**config.mk**
```make
export PLATFORM = sky130hd
export DESIGN_NAME = i2s_slave_rx_capture
export DESIGN_NICKNAME = d
export VERILOG_FILES = /design/src/rtl/i2s_slave_rx_capture.sv
export SDC_FILE = /design/constraint.sdc
export NUM_CORES = 1
export LEC_CHECK = 0
export ABC_AREA = 1
export BUFFER_PORTS_ARGS = -buffer_cell sky130_fd_sc_hd__clkbuf_2
export CAP_MARGIN = 10
export CORE_MARGIN = 2
export CORE_UTILIZATION = 40
export DETAILED_ROUTE_END_ITERATION = 8
export HOLD_SLACK_MARGIN = 0.02
export MAX_ROUTING_LAYER = met4
export PLACE_DENSITY = 0.55
export SETUP_SLACK_MARGIN = 0.2
export SLEW_MARGIN = 20
export SYNTH_ARGS = -nofsm -noshare
export SYNTH_HDL_FRONTEND = slang
export SYNTH_SLANG_ARGS = --single-unit
export TNS_END_PERCENT = 1
```
**constraint.sdc**
```tcl
create_clock -name WB_CLK -period 1.8 [get_ports WB_CLK]
set_input_delay 0.18 -clock WB_CLK [delete_from_list [all_inputs] [get_ports WB_CLK]]
set_output_delay 0.18 -clock WB_CLK [all_outputs]
set_load 0.01 [all_outputs]
```
**src/rtl/i2s_slave_rx_capture.sv**
```systemverilog
// I2S slave receive front end: oversamples the I2S pins in the WB_CLK domain,
// deserialises left/right words into stereo frames, buffers them and requests SDMA.
module i2s_slave_rx_capture #(
    parameter int DATA_WIDTH = 16,
    parameter int FIFO_DEPTH = 4,
    parameter int DMA_THRESH = 2
) (
    input  logic                          WB_CLK,
    input  logic                          WB_RST_n,
    input  logic                          I2S_CLK_i,
    input  logic                          I2S_WS_CLK_i,
    input  logic                          I2S_DIN_i,
    input  logic                          Enable_i,
    input  logic                          Intr_Clr_i,
    input  logic                          Rd_En_i,
    output logic [2*DATA_WIDTH-1:0]       Rd_Data_o,
    output logic                          Fifo_Empty_o,
    output logic [$clog2(FIFO_DEPTH):0]   Fifo_Level_o,
    output logic                          SDMA_Req_o,
    input  logic                          SDMA_Active_i,
    input  logic                          SDMA_Done_i,
    output logic                          DMA_Intr_o,
    output logic                          Overrun_Intr_o
);

    localparam int PTR_W = $clog2(FIFO_DEPTH);
    localparam int LVL_W = PTR_W + 1;
    localparam int CNT_W = $clog2(DATA_WIDTH + 1);
    localparam int FRM_W = 2 * DATA_WIDTH;

    localparam logic [1:0] ST_IDLE = 2'd0;
    localparam logic [1:0] ST_SYNC = 2'd1;
    localparam logic [1:0] ST_RUN  = 2'd2;

    localparam logic [1:0] D_IDLE = 2'd0;
    localparam logic [1:0] D_REQ  = 2'd1;
    localparam logic [1:0] D_ACT  = 2'd2;

    logic [2:0]            bclk_sync_q;
    logic [1:0]            ws_sync_q;
    logic [1:0]            din_sync_q;
    logic                  bclk_rise;
    logic                  ws_s;
    logic                  din_s;

    logic [1:0]            cap_state_q, cap_state_d;
    logic                  ws_prev_q, ws_prev_d;
    logic [CNT_W-1:0]      bit_cnt_q, bit_cnt_d;
    logic [DATA_WIDTH-1:0] shift_q, shift_d;
    logic [DATA_WIDTH-1:0] left_hold_q, left_hold_d;
    logic                  left_valid_q, left_valid_d;
    logic [DATA_WIDTH-1:0] placed;
    logic                  push;
    logic [FRM_W-1:0]      push_word;

    logic [FRM_W-1:0]      mem_q [FIFO_DEPTH];
    logic [PTR_W-1:0]      wr_ptr_q, wr_ptr_d;
    logic [PTR_W-1:0]      rd_ptr_q, rd_ptr_d;
    logic [LVL_W-1:0]      level_q, level_d;
    logic                  overrun_q, overrun_d;
    logic                  flush;
    logic                  full;
    logic                  empty;
    logic                  do_push;
    logic                  do_pop;

    logic [1:0]            dma_state_q, dma_state_d;
    logic                  dma_intr_q, dma_intr_d;

    assign bclk_rise = bclk_sync_q[1] & ~bclk_sync_q[2];
    assign ws_s      = ws_sync_q[1];
    assign din_s     = din_sync_q[1];

    always_ff @(posedge WB_CLK or negedge WB_RST_n) begin
        if (!WB_RST_n) begin
            bclk_sync_q <= '0;
            ws_sync_q   <= '0;
            din_sync_q  <= '0;
        end else begin
            bclk_sync_q <= {bclk_sync_q[1:0], I2S_CLK_i};
            ws_sync_q   <= {ws_sync_q[0], I2S_WS_CLK_i};
            din_sync_q  <= {din_sync_q[0], I2S_DIN_i};
        end
    end

    // Bits land directly at their left-aligned position, so short words come out zero-padded.
    always_comb begin
        cap_state_d  = cap_state_q;
        ws_prev_d    = ws_prev_q;
        bit_cnt_d    = bit_cnt_q;
        shift_d      = shift_q;
        left_hold_d  = left_hold_q;
        left_valid_d = left_valid_q;
        push         = 1'b0;
        push_word    = '0;
        placed       = shift_q;
        for (int i = 0; i < DATA_WIDTH; i++) begin
            if (bit_cnt_q == CNT_W'(DATA_WIDTH - 1 - i)) begin
                placed[i] = din_s;
            end
        end
        if (bclk_rise) begin
            ws_prev_d = ws_s;
        end
        case (cap_state_q)
            ST_IDLE: begin
                bit_cnt_d    = '0;
                shift_d      = '0;
                left_valid_d = 1'b0;
                if (Enable_i) begin
                    cap_state_d = ST_SYNC;
                end
            end
            ST_SYNC: begin
                bit_cnt_d    = '0;
                shift_d      = '0;
                left_valid_d = 1'b0;
                if (bclk_rise && ws_prev_q && !ws_s) begin
                    cap_state_d = ST_RUN;
                end
            end
            ST_RUN: begin
                if (bclk_rise) begin
                    if (ws_s != ws_prev_q) begin
                        if (!ws_prev_q) begin
                            left_hold_d  = placed;
                            left_valid_d = 1'b1;
                        end else if (left_valid_q) begin
                            push         = 1'b1;
                            push_word    = {left_hold_q, placed};
                            left_valid_d = 1'b0;
                        end
                        shift_d   = '0;
                        bit_cnt_d = '0;
                    end else begin
                        shift_d = placed;
                        if (bit_cnt_q < CNT_W'(DATA_WIDTH)) begin
                            bit_cnt_d = bit_cnt_q + CNT_W'(1);
                        end
                    end
                end
            end
            default: cap_state_d = ST_IDLE;
        endcase
        if (!Enable_i) begin
            cap_state_d = ST_IDLE;
            push        = 1'b0;
        end
    end

    always_ff @(posedge WB_CLK or negedge WB_RST_n) begin
        if (!WB_RST_n) begin
            cap_state_q  <= ST_IDLE;
            ws_prev_q    <= 1'b0;
            bit_cnt_q    <= '0;
            shift_q      <= '0;
            left_hold_q  <= '0;
            left_valid_q <= 1'b0;
        end else begin
            cap_state_q  <= cap_state_d;
            ws_prev_q    <= ws_prev_d;
            bit_cnt_q    <= bit_cnt_d;
            shift_q      <= shift_d;
            left_hold_q  <= left_hold_d;
            left_valid_q <= left_valid_d;
        end
    end

    assign flush = !Enable_i || (cap_state_q == ST_IDLE);
    assign full  = (level_q == LVL_W'(FIFO_DEPTH));
    assign empty = (level_q == '0);

    // A push into a full FIFO still succeeds when the head is popped in the same cycle.
    always_comb begin
        do_pop    = Rd_En_i && !empty && !flush;
        do_push   = push && !flush && (!full || do_pop);
        wr_ptr_d  = wr_ptr_q;
        rd_ptr_d  = rd_ptr_q;
        level_d   = level_q;
        overrun_d = overrun_q;
        if (Intr_Clr_i) begin
            overrun_d = 1'b0;
        end
        if (push && !flush && full && !do_pop) begin
            overrun_d = 1'b1;
        end
        if (flush) begin
            rd_ptr_d = wr_ptr_q;
            level_d  = '0;
        end else begin
            if (do_push) begin
                wr_ptr_d = wr_ptr_q + PTR_W'(1);
            end
            if (do_pop) begin
                rd_ptr_d = rd_ptr_q + PTR_W'(1);
            end
            if (do_push && !do_pop) begin
                level_d = level_q + LVL_W'(1);
            end else if (do_pop && !do_push) begin
                level_d = level_q - LVL_W'(1);
            end
        end
    end

    always_ff @(posedge WB_CLK or negedge WB_RST_n) begin
        if (!WB_RST_n) begin
            for (int i = 0; i < FIFO_DEPTH; i++) begin
                mem_q[i] <= '0;
            end
        end else if (do_push) begin
            mem_q[wr_ptr_q] <= push_word;
        end
    end

    always_ff @(posedge WB_CLK or negedge WB_RST_n) begin
        if (!WB_RST_n) begin
            wr_ptr_q  <= '0;
            rd_ptr_q  <= '0;
            level_q   <= '0;
            overrun_q <= 1'b0;
        end else begin
            wr_ptr_q  <= wr_ptr_d;
            rd_ptr_q  <= rd_ptr_d;
            level_q   <= level_d;
            overrun_q <= overrun_d;
        end
    end

    always_comb begin
        dma_state_d = dma_state_q;
        dma_intr_d  = 1'b0;
        case (dma_state_q)
            D_IDLE: if (level_q >= LVL_W'(DMA_THRESH)) dma_state_d = D_REQ;
            D_REQ:  if (SDMA_Active_i) dma_state_d = D_ACT;
            D_ACT: begin
                if (SDMA_Done_i) begin
                    dma_state_d = D_IDLE;
                    dma_intr_d  = 1'b1;
                end
            end
            default: dma_state_d = D_IDLE;
        endcase
        if (!Enable_i) begin
            dma_state_d = D_IDLE;
            dma_intr_d  = 1'b0;
        end
    end

    always_ff @(posedge WB_CLK or negedge WB_RST_n) begin
        if (!WB_RST_n) begin
            dma_state_q <= D_IDLE;
            dma_intr_q  <= 1'b0;
        end else begin
            dma_state_q <= dma_state_d;
            dma_intr_q  <= dma_intr_d;
        end
    end

    assign Rd_Data_o      = mem_q[rd_ptr_q];
    assign Fifo_Empty_o   = empty;
    assign Fifo_Level_o   = level_q;
    assign SDMA_Req_o     = (dma_state_q == D_REQ) && Enable_i;
    assign DMA_Intr_o     = dma_intr_q;
    assign Overrun_Intr_o = overrun_q;

endmodule

```
==> impl_metrics.env, run 1 <==
export IMPL_status="finished with violations"
export IMPL_violations="setup timing"
export IMPL_synth_top_cell_area_share_pct=54.81
export IMPL_dp_hpwl_um=13250
export IMPL_synth_compound_area_share_pct=19.01
export IMPL_start_util_pct=40.74
export IMPL_cts_reportedPaths_clkPinSlew_ns=0.07
export IMPL_hp_start="SDMA_Active_i"
export IMPL_synth_area_leaders="dfrtp_1 (55%), nand2_1 (10%), o21ai_1 (6.3%), o21ai_0 (5.9%), nor2_1 (3.8%)"
export IMPL_synthDistinctLibCells=31
export IMPL_layout_cells_non_filler=1348
export IMPL_synthAdderAreaFrac_pct=1.554
export IMPL_boundaryPins=49
export IMPL_ys_flop_type="dfrtp_1"
export IMPL_utilization_pct=50.02
export IMPL_worst_pin_slew_ns=0.4611
export IMPL_ff_latch_area_um2=4684
export IMPL_drcViolationCount=0
export IMPL_max_freq_mhz=531.7
export IMPL_grt_max_degree=54
export IMPL_drive_gt1_share_pct=22.93
export IMPL_synth_simple_gate_area_share_pct=17.02
export IMPL_p_leak_nw=4.726
export IMPL_post_synth_top_count_cell="nand2_1"
export IMPL_wirelength_um=22420
export IMPL_die_w_um=150.1
export IMPL_cts_made_buffers=17
export IMPL_rr_worst_depth=15
export IMPL_total_power_mw=9.160
export IMPL_ys_async_sr_fraction_pct=100.0
export IMPL_seq_area_frac_synth_pct=54.81
export IMPL_rows=53
export IMPL_cts_sinks=187
export IMPL_globalRouteOverflowTotal=0
export IMPL_placed_cells_incl_taps=1298
export IMPL_synth_warnings=0
export IMPL_drt_iter0_drc=360
export IMPL_fin_crit_sh_pct=104.5
export IMPL_setup_viol=28
export IMPL_syn_avg_cell_area_um2=8.819
export IMPL_rrSetupSlack_ns=-0.05
export IMPL_final_max_slew_violation_count=0
export IMPL_vdd_drop_max_mv=0.5413
export IMPL_syn_area_um2=8537
export IMPL_grt_pass1_vias=6686
export IMPL_skew_ns=0.01060
export IMPL_multiInputGateArea_um2=3425
export IMPL_grt_antenna_before_repair=0
export IMPL_wl_per_cell_um=16.63
export IMPL_critPathKind="reg2out"
export IMPL_rsz0062_at_grt="yes"
export IMPL_synth_top_family_by_area="compound AO/OA/AOI/OAI gates"
export IMPL_htree_levels=4
export IMPL_regToRegStartpoint="Fifo_Level_o[1]"
export IMPL_cp_arrival_ns=1.70
export IMPL_core_um2=20960
export IMPL_numPortBuffers=48
export IMPL_final_nets=1080
export IMPL_pre_cts_ws_ns=-0.1039
export IMPL_dr_pass1_iters=7
export IMPL_area_delta_synth_final_pct=22.79
export IMPL_cts_tree="done"
export IMPL_grtUsageTotal_pct=21.74
export IMPL_antenna_cells=0
export IMPL_die_h_um=150.1
export IMPL_cp_start_kind="register"
export IMPL_synth_cells_most_frequent="nand2_1 (236), dfrtp_1 (187), o21ai_1 (108), o21ai_0 (101), nor2_1 (87)"
export IMPL_slew_headroom_pct=69.26
export IMPL_max_cap_violations=0
export IMPL_cp_max_fo=15
export IMPL_hold_end="dma_state_q[0]"
export IMPL_cts_root_buffer="clkbuf_16"
export IMPL_synthMuxAreaShare_pct=0
export IMPL_hold_viol=0
export IMPL_place_congestion=0.8600
export IMPL_syn_inst=968
export IMPL_ant_nets=0
export IMPL_setup_ws_ns=-0.08089
export IMPL_post_route_min_period_ns=1.881
export IMPL_vias_per_cell=5.025
export IMPL_whs_path_depth=3
export IMPL_rr_endpoint="Fifo_Level_o[2]"
export IMPL_worstSetupEndpointType="output port"
export IMPL_synth_xor_area_share_pct=0.3078
export IMPL_grt_pass1_wl_um=36540
export IMPL_cts_path_max_buffers=2
export IMPL_worstSkewPairLatency_ns=0.44
export IMPL_n_fill_cell=2076
export IMPL_required_ns=1.62
export IMPL_hold_class="in2reg"
export IMPL_routed_via_count=6774
export IMPL_synthesis_nets=988
export IMPL_synth_top_area_cell="dfrtp_1"
export IMPL_ys_seq_elements=187
export IMPL_powerDensity_nw_per_um2=873.8
export IMPL_synth_edff_count=0
export IMPL_die_area_um2=22530
## where the power goes
group / switching (mW) / leakage (nW) / internal [mW]
clock: 1.74 / 0.262 / 1.87
sequential: 0.0419 / 2.58 / 4.25
combinational: 0.723 / 1.89 / 0.535
## layout make-up
| cell class | instances | share of cell area (%) |
|---|---|---|
| Inverter | 68 | 2.530 |
| Clock buffer | 19 | 4.321 |
| Tap cell | 275 | 3.282 |
| Timing Repair Buffer | 125 | 11.47 |
| Sequential cell | 187 | 44.69 |
| Multi-Input combinational cell | 661 | 32.67 |
| Clock inverter | 13 | 1.038 |
## layer usage
layer / global-route usage [%] / part of all wire [%]
met1: 29.37 / 48
met2: 34.11 / 47
met3: 4.121 / 3.0
met4: 5.236 / 1.5
met5: - / 0
## worst max-delay path: stages, from the launching register on
cell and delay, ns:
dfrtp_2 0.42, buf_6 0.16, buf_12 0.16, o21ai_0 0.10, o22ai_1 0.23, clkbuf_2 0.18
## how the worst max path moves through the flow
stage | cells past startpoint | to | slack, ns | start
finish | 5 | Rd_Data_o[12] | -0.08 | rd_ptr_q[0]
global route | 15 | Fifo_Level_o[2] | -0.22 | Fifo_Level_o[2]
CTS | 5 | Rd_Data_o[10] | -0.07 | rd_ptr_q[0]
detailed placement | 15 | Fifo_Level_o[2] | -0.10 | cap_state_q[0]
global placement | 15 | Fifo_Level_o[2] | -0.06 | cap_state_q[0]
floorplan | 15 | Fifo_Level_o[2] | -0.14 | Fifo_Level_o[2]
## sequential cells by signal, summed over array words and instances, names as in the netlist, 3 cells and up
signal and flops:
left_hold_q 16, mem_q 128, Fifo_Level_o 3, bit_cnt_q 5, shift_q 16, bclk_sync_q 3
## placed cells by master, fill, tap and decap left out, drive strengths merged, types with 6 or more instances in the layout
cell type    count
dfrtp          187
o22ai           47
nor3             6
ha               9
nand3           10
o21a             8
buf             86
dlygate4sd3      6
or2              8
clkbuf          52
nand2          242
inv             71
nor2            88
o21ai          229
## repair_timing
action	in CTS	in global routing
setup endpoints to repair	184	200
cloned	5	2
setup buffers	4	1
hold buffers	6	0
endpoints found under the hold margin	51	0
gates resized for setup	45	90
pin swaps	14	16
## through the flow
| stage | hold WS [ns] | TNS (ns) | cell area [um^2] |
|---|---|---|---|
| 3_5_place_dp | 0.1750 | -0.1130 | 9395 |
| 5_1_grt | 0.06769 | -5.713 | 10480 |
| 6_report | 0.03778 | -0.9988 | 10480 |
| 3_3_place_gp | 0.1751 | -0.06010 | 9395 |
| 2_1_floorplan | -0.1156 | -0.1944 | 8546 |
| 4_1_cts | 0.02064 | -1.479 | 10280 |
## logic make-up after synthesis
group           count (synthesis)
simple gates                  357
flops                         187
xor+xnor                        3
buf+inv                       120
fa+ha+maj                      10
compound gates                291
No activity file was read; power rests on OpenSTA's default activity.
==> inputs of run 2 (changes only) <==
--- a/config.mk
+++ b/config.mk
@@ -8,12 +8,15 @@
 export ABC_AREA = 1
 export BUFFER_PORTS_ARGS = -buffer_cell sky130_fd_sc_hd__clkbuf_2
 export CAP_MARGIN = 10
+export CELL_PAD_IN_SITES_DETAIL_PLACEMENT = 1
+export CELL_PAD_IN_SITES_GLOBAL_PLACEMENT = 1
 export CORE_MARGIN = 2
 export CORE_UTILIZATION = 40
 export DETAILED_ROUTE_END_ITERATION = 8
+export GPL_ROUTABILITY_DRIVEN = 0
 export HOLD_SLACK_MARGIN = 0.02
 export MAX_ROUTING_LAYER = met4
-export PLACE_DENSITY = 0.55
+export PLACE_DENSITY = 0.69
 export SETUP_SLACK_MARGIN = 0.2
 export SLEW_MARGIN = 20
 export SYNTH_ARGS = -nofsm -noshare
==> impl_metrics.env, run 2 (synthesized netlist as in run 1, its figures left out) <==
export IMPL_status="finished with violations"
export IMPL_violations="setup timing"
export IMPL_crit_buf_inv=4
export IMPL_post_route_min_period_ns=1.936
export IMPL_cts_reportedPaths_clkPinSlew_ns=0.07
export IMPL_core_um2=20960
export IMPL_cp_arrival_ns=1.76
export IMPL_hp_start="SDMA_Active_i"
export IMPL_cts_path_max_buffers=2
export IMPL_drt_iter0_drc=333
export IMPL_fin_crit_sh_pct=107.5
export IMPL_cts_sinks=187
export IMPL_critical_path_top_delay_family="buffers and inverters"
export IMPL_rsz0062_at_grt="yes"
export IMPL_final_cell_mix="nand2_1 (213), dfrtp_1 (185), o21ai_1 (140)"
export IMPL_start_util_pct=40.74
export IMPL_grtUsageTotal_pct=23.29
export IMPL_setup_viol=32
export IMPL_cts_made_buffers=17
export IMPL_routed_via_count=7064
export IMPL_setup_ws_ns=-0.1356
export IMPL_dp_hpwl_um=14740
export IMPL_slowest_stage="dfrtp_2"
export IMPL_final_common_cell="nand2_1"
export IMPL_critical_path_startpoint="rd_ptr_q[0]"
export IMPL_grt_max_degree=65
export IMPL_grt_pass1_vias=7064
export IMPL_rows=53
export IMPL_slew_headroom_pct=66.42
export IMPL_max_freq_mhz=516.6
export IMPL_wirelength_um=24460
export IMPL_grt_antenna_before_repair=0
export IMPL_hold_viol=0
export IMPL_grt_pass1_wl_um=39250
export IMPL_required_ns=1.62
export IMPL_cp_max_fo=17
export IMPL_slowest_delay_ns=0.42
export IMPL_numPortBuffers=48
export IMPL_vdd_drop_max_mv=0.6243
export IMPL_timing_hold_ws_ns=0.05305
export IMPL_drive_gt1_share_pct=25.65
export IMPL_skew_ns=0.01584
export IMPL_boundaryPins=49
export IMPL_area_delta_synth_final_pct=24.36
export IMPL_globalRouteOverflowTotal=0
export IMPL_antenna_cells=0
export IMPL_worstSkewPairLatency_ns=0.44
export IMPL_post_dp_cell_area_um2=9465
export IMPL_die_h_um=150.1
export IMPL_cp_start_kind="register"
export IMPL_dr_pass1_iters=5
export IMPL_htree_levels=4
export IMPL_drcViolationCount=0
export IMPL_wl_per_cell_um=18.11
export IMPL_regToRegStartpoint="Fifo_Level_o[2]"
export IMPL_final_nets=1084
export IMPL_die_area_um2=22530
export IMPL_worstSetupEndpointType="output port"
export IMPL_max_cap_violations=0
export IMPL_vias_per_cell=5.229
export IMPL_crit_chain="buf_4, buf_12, buf_16, nor2_2, o22ai_1, clkbuf_2"
export IMPL_n_fill_cell=2417
export IMPL_hold_class="in2reg"
export IMPL_powerDensity_nw_per_um2=883.3
export IMPL_die_w_um=150.1
export IMPL_critPathKind="reg2out"
export IMPL_reg_top3="mem_q x128, left_hold_q x16, shift_q x16"
export IMPL_cts_root_buffer="clkbuf_16"
export IMPL_worst_pin_slew_ns=0.5037
export IMPL_ant_nets=0
export IMPL_utilization_pct=50.66
export IMPL_final_max_slew_violation_count=0
export IMPL_cts_tree="done"
export IMPL_largest_reg_flops=128
export IMPL_finish_instance_area_um2=10620
export IMPL_p_leak_nw=4.799
export IMPL_largest_register="mem_q"
run 2: changes by cell type in the layout (fill, tap and decap cells not counted), moves of 3 or more:
cell,change
nor2_2,+13
nand2_1,-12
nand2_2,+12
nor2_1,-11
o21ai_2,+7
buf_2,-6
clkbuf_2,+6
o21ai_0,-6
buf_4,+4
buf_12,+3
run 2: power by group:
group	switching, mW	leakage, nW	internal [mW]
clock network	1.65	0.275	2.15
registers	0.0382	2.58	4.25
logic	0.748	1.95	0.536
total	2.44	4.80	6.94
run 2: worst reg2reg max path: cells and delay by family, from the launching register on:
| kind | cells | cell delay, ns |
|---|---|---|
| and+or+nand+nor | 10 | 0.73 |
| DFF | 1 | 0.40 |
| adders and majority gates | 1 | 0.34 |
| xor gates and xnor gates | 1 | 0.15 |
| buffers and inverters | 3 | 0.12 |
run 2: per-stage QoR:
stage	setup WS, ns	instances	setup TNS (ns)	total power, mW
after global placement	-0.05752	1304	-0.05752	5.413
after CTS	-0.08689	1351	-2.385	9.408
after global routing	-0.2363	1351	-8.352	9.740
after floorplan	-0.1385	968	-0.1944	4.892
after detailed placement	-0.1087	1304	-0.1592	5.428
final	-0.1356	1351	-1.798	9.377
run 2: what timing repair did:
action                     in CTS  in global routing
setup endpoints to repair     186                199
hold buffers                    6                  0
hold endpoints to repair       51                  0
setup buffers                   5                  0
gates cloned                    5                  0
pin swaps                      14                 17
resized for setup              62                 96
run 2: final timing paths:
| check | end | depth (start not counted) | slack [ns] |
|---|---|---|---|
| hold / removal | dma_state_q[0] | 3 | 0.05 |
| hold reg to reg | din_sync_q[1] | 0 | 0.35 |
| min in group asynchronous | mem_q[28] | 2 | 0.28 |
| setup reg to reg | Fifo_Level_o[2] | 15 | -0.06 |
| setup / recovery | Rd_Data_o[14] | 6 | -0.14 |
| max in group asynchronous | mem_q[26] | 3 | 0.89 |
run 2: cell type report:
class	count	area [um^2]	area share [%]
sequential	187	4682	44.10
multi-input combinational	661	3505	33.01
timing repair buffer	129	1232	11.61
clock buffer	22	474.2	4.467
tap	275	344.1	3.241
inverter	68	266.5	2.510
clock inverter	9	112.6	1.061
run 2: layer usage:
metal | wire length (um) | GRT usage, % | vias to the layer above
met4 | 215 | 4.764 | 0
li1 | - | - | 3406
met3 | 529 | 3.394 | 18
met2 | 12120 | 37.88 | 81
met1 | 11600 | 31.35 | 3559
met5 | 0 | - | -
==> inputs of run 3 (changes only) <==
--- a/config.mk
+++ b/config.mk
@@ -16,7 +16,7 @@
 export GPL_ROUTABILITY_DRIVEN = 0
 export HOLD_SLACK_MARGIN = 0.02
 export MAX_ROUTING_LAYER = met4
-export PLACE_DENSITY = 0.69
+export PLACE_DENSITY = 0.67
 export SETUP_SLACK_MARGIN = 0.2
 export SLEW_MARGIN = 20
 export SYNTH_ARGS = -nofsm -noshare
==> constraint.sdc (replaced) <==
create_clock -name WB_CLK -period 2.4 [get_ports WB_CLK]
set_input_delay 0.24 -clock WB_CLK [delete_from_list [all_inputs] [get_ports WB_CLK]]
set_output_delay 0.24 -clock WB_CLK [all_outputs]
set_load 0.01 [all_outputs]
==> impl_metrics.env, run 3 (synthesized netlist as in run 1, its figures left out) <==
export IMPL_required_ns=2.74
export IMPL_p_leak_nw=4.393
export IMPL_max_freq_mhz=472.6
export IMPL_area_delta_synth_final_pct=13.85
export IMPL_htree_levels=4
export IMPL_largest_register="mem_q"
export IMPL_post_dp_cell_area_um2=9046
export IMPL_die_h_um=150.1
export IMPL_drive_gt1_share_pct=14.42
export IMPL_regToRegStartpoint="Fifo_Level_o[1]"
export IMPL_die_area_um2=22530
export IMPL_rr_worst_depth=15
export IMPL_worst_pin_slew_ns=0.6082
export IMPL_core_um2=20960
export IMPL_vias_per_cell=5.146
export IMPL_globalRouteOverflowTotal=0
export IMPL_skew_ns=0.01931
export IMPL_fin_crit_sh_pct=88.16
export IMPL_critPathKind="reg2reg"
export IMPL_pre_cts_ws_ns=0.2201
export IMPL_whs_path_depth=3
export IMPL_grt_antenna_before_repair=0
export IMPL_slew_headroom_pct=59.18
export IMPL_boundaryPins=49
export IMPL_cp_max_fo=7
export IMPL_slowest_stage="dfrtp_2"
export IMPL_finish_instance_area_um2=9719
export IMPL_drt_iter0_drc=283
export IMPL_post_route_min_period_ns=2.116
export IMPL_hold_end="dma_state_q[0]"
export IMPL_final_max_slew_violation_count=0
export IMPL_wl_met3_um=521
export IMPL_setup_viol=0
export IMPL_setup_ws_ns=0.2842
export IMPL_max_cap_violations=0
export IMPL_dr_pass1_iters=4
export IMPL_final_cell_mix="nand2_1 (235), dfrtp_1 (184), o21ai_1 (109)"
export IMPL_cts_sinks=187
export IMPL_hp_start="SDMA_Active_i"
export IMPL_antenna_cells=0
export IMPL_hold_class="in2reg"
export IMPL_wl_met1_um=11050
export IMPL_n_fill_cell=2496
export IMPL_route_met2_wl_um=10520
export IMPL_final_common_cell="nand2_1"
export IMPL_worstSetupEndpointType="register"
export IMPL_cts_tree="done"
export IMPL_crit_chain="inv_1, nand3_1, inv_2, nand2_4, nand2_4, inv_6, nand2_1, inv_1, fa_1, xnor2_2, inv_1, nand2_1, nand2_1, nand2_1, nand2_1"
export IMPL_grtUsageTotal_pct=21.73
export IMPL_utilization_pct=46.38
export IMPL_fin_tns_setup_ns=0
export IMPL_grt_max_degree=68
export IMPL_worstSkewPairLatency_ns=0.44
export IMPL_numPortBuffers=48
export IMPL_powerDensity_nw_per_um2=693.8
export IMPL_grt_pass1_vias=6864
export IMPL_die_w_um=150.1
export IMPL_rr_endpoint="Fifo_Level_o[2]"
export IMPL_slowest_delay_ns=0.44
export IMPL_hold_viol=0
export IMPL_grt_pass1_wl_um=36880
export IMPL_cp_start_kind="register"
export IMPL_cts_made_buffers=17
export IMPL_wirelength_um=22360
export IMPL_largest_reg_flops=128
export IMPL_rrSetupSlack_ns=0.28
export IMPL_cts_reportedPaths_clkPinSlew_ns=0.07
export IMPL_routed_via_count=6695
export IMPL_rows=53
export IMPL_vdd_drop_max_mv=0.4707
export IMPL_drcViolationCount=0
export IMPL_cts_path_max_buffers=2
export IMPL_reg_top3="mem_q x128, left_hold_q x16, shift_q x16"
export IMPL_ant_nets=0
export IMPL_cp_arrival_ns=2.45
export IMPL_wl_per_cell_um=17.19
export IMPL_status="finished, final reports clean"
export IMPL_crit_top_cell="nand2_1"
export IMPL_rsz0062_at_grt="yes"
export IMPL_start_util_pct=40.74
export IMPL_top_layer="met4"
export IMPL_dp_hpwl_um=14270
export IMPL_crit_buf_inv=5
export IMPL_final_nets=1033
export IMPL_critical_path_top_delay_family="simple AND/OR/NAND/NOR gates"
export IMPL_cts_root_buffer="clkbuf_16"
run 3: cell types whose count changed in the layout (fill, tap and decap cells not counted), moves of 19 or more:
cell,before,now
buf_4,46,14
nor2_1,65,85
o21ai_0,55,100
nor2_2,20,1
nand2_1,213,235
nand2_2,23,1
o21ai_1,140,109
run 3: layer usage:
layer,vias to the layer above,GRT usage [%]
li1,3309,-
met1,3307,28.96
met2,59,34.89
met3,20,3.515
met4,0,5.566
met5,-,-
run 3: repair_timing:
action / 4_1_cts / 5_1_grt
hold endpoints to repair: 60 / 0
hold buffers: 6 / 0
resized for setup: 2 / 8
buffers inserted: 0 / 2
pin swaps: 0 / 1
endpoints found under the setup margin: 1 / 2
run 3: report_power, final:
group / switching, mW / internal (mW) / total [mW] / leakage, nW
sequential: 0.0359 / 3.19 / 3.22 / 2.58
combinational: 0.478 / 0.252 / 0.730 / 1.54
clock: 1.22 / 1.56 / 2.79 / 0.278
run 3: how the worst max path moves through the flow:
stage                          startpoint  slack [ns]         endpoint  depth (start not counted)
after global routing      Fifo_Level_o[1]        0.13  Fifo_Level_o[2]                         15
after detailed placement  Fifo_Level_o[2]        0.22  Fifo_Level_o[2]                         15
after floorplan           Fifo_Level_o[2]        0.41  Fifo_Level_o[2]                         15
after CTS                 Fifo_Level_o[2]        0.22  Fifo_Level_o[2]                         15
final                     Fifo_Level_o[1]        0.28  Fifo_Level_o[2]                         15
after global placement     cap_state_q[0]        0.32  Fifo_Level_o[2]                         15
run 3: worst reg2reg max path, cell delays in order, from the launching register on:
cell and delay (ns):
dfrtp_2 0.44, inv_1 0.11, nand3_1 0.15, inv_2 0.11, nand2_4 0.07, nand2_4 0.10
inv_6 0.07, nand2_1 0.06, inv_1 0.05, fa_1 0.40, xnor2_2 0.17, inv_1 0.06
nand2_1 0.06, nand2_1 0.05, nand2_1 0.07, nand2_1 0.05
run 3: cell type report:
type                    instances  area [um^2]  area share [%]
clock buffers                  22        454.2           4.673
clock inverters                10        117.6           1.210
inverters                      68        260.3           2.678
multi-input cells             661         3254           33.48
flip-flops and latches        187         4683           48.18
well taps                     275        344.1           3.540
repair buffers                 78        605.6           6.231
run 3: metrics by stage:
step	hold WS [ns]	cells	power (mW)
4_1_cts	0.1013	1299	6.815
5_1_grt	0.1320	1301	7.023
2_1_floorplan	-0.05559	968	3.665
3_5_place_dp	0.2575	1261	4.000
6_report	0.1004	1301	6.743
3_3_place_gp	0.2625	1261	3.995
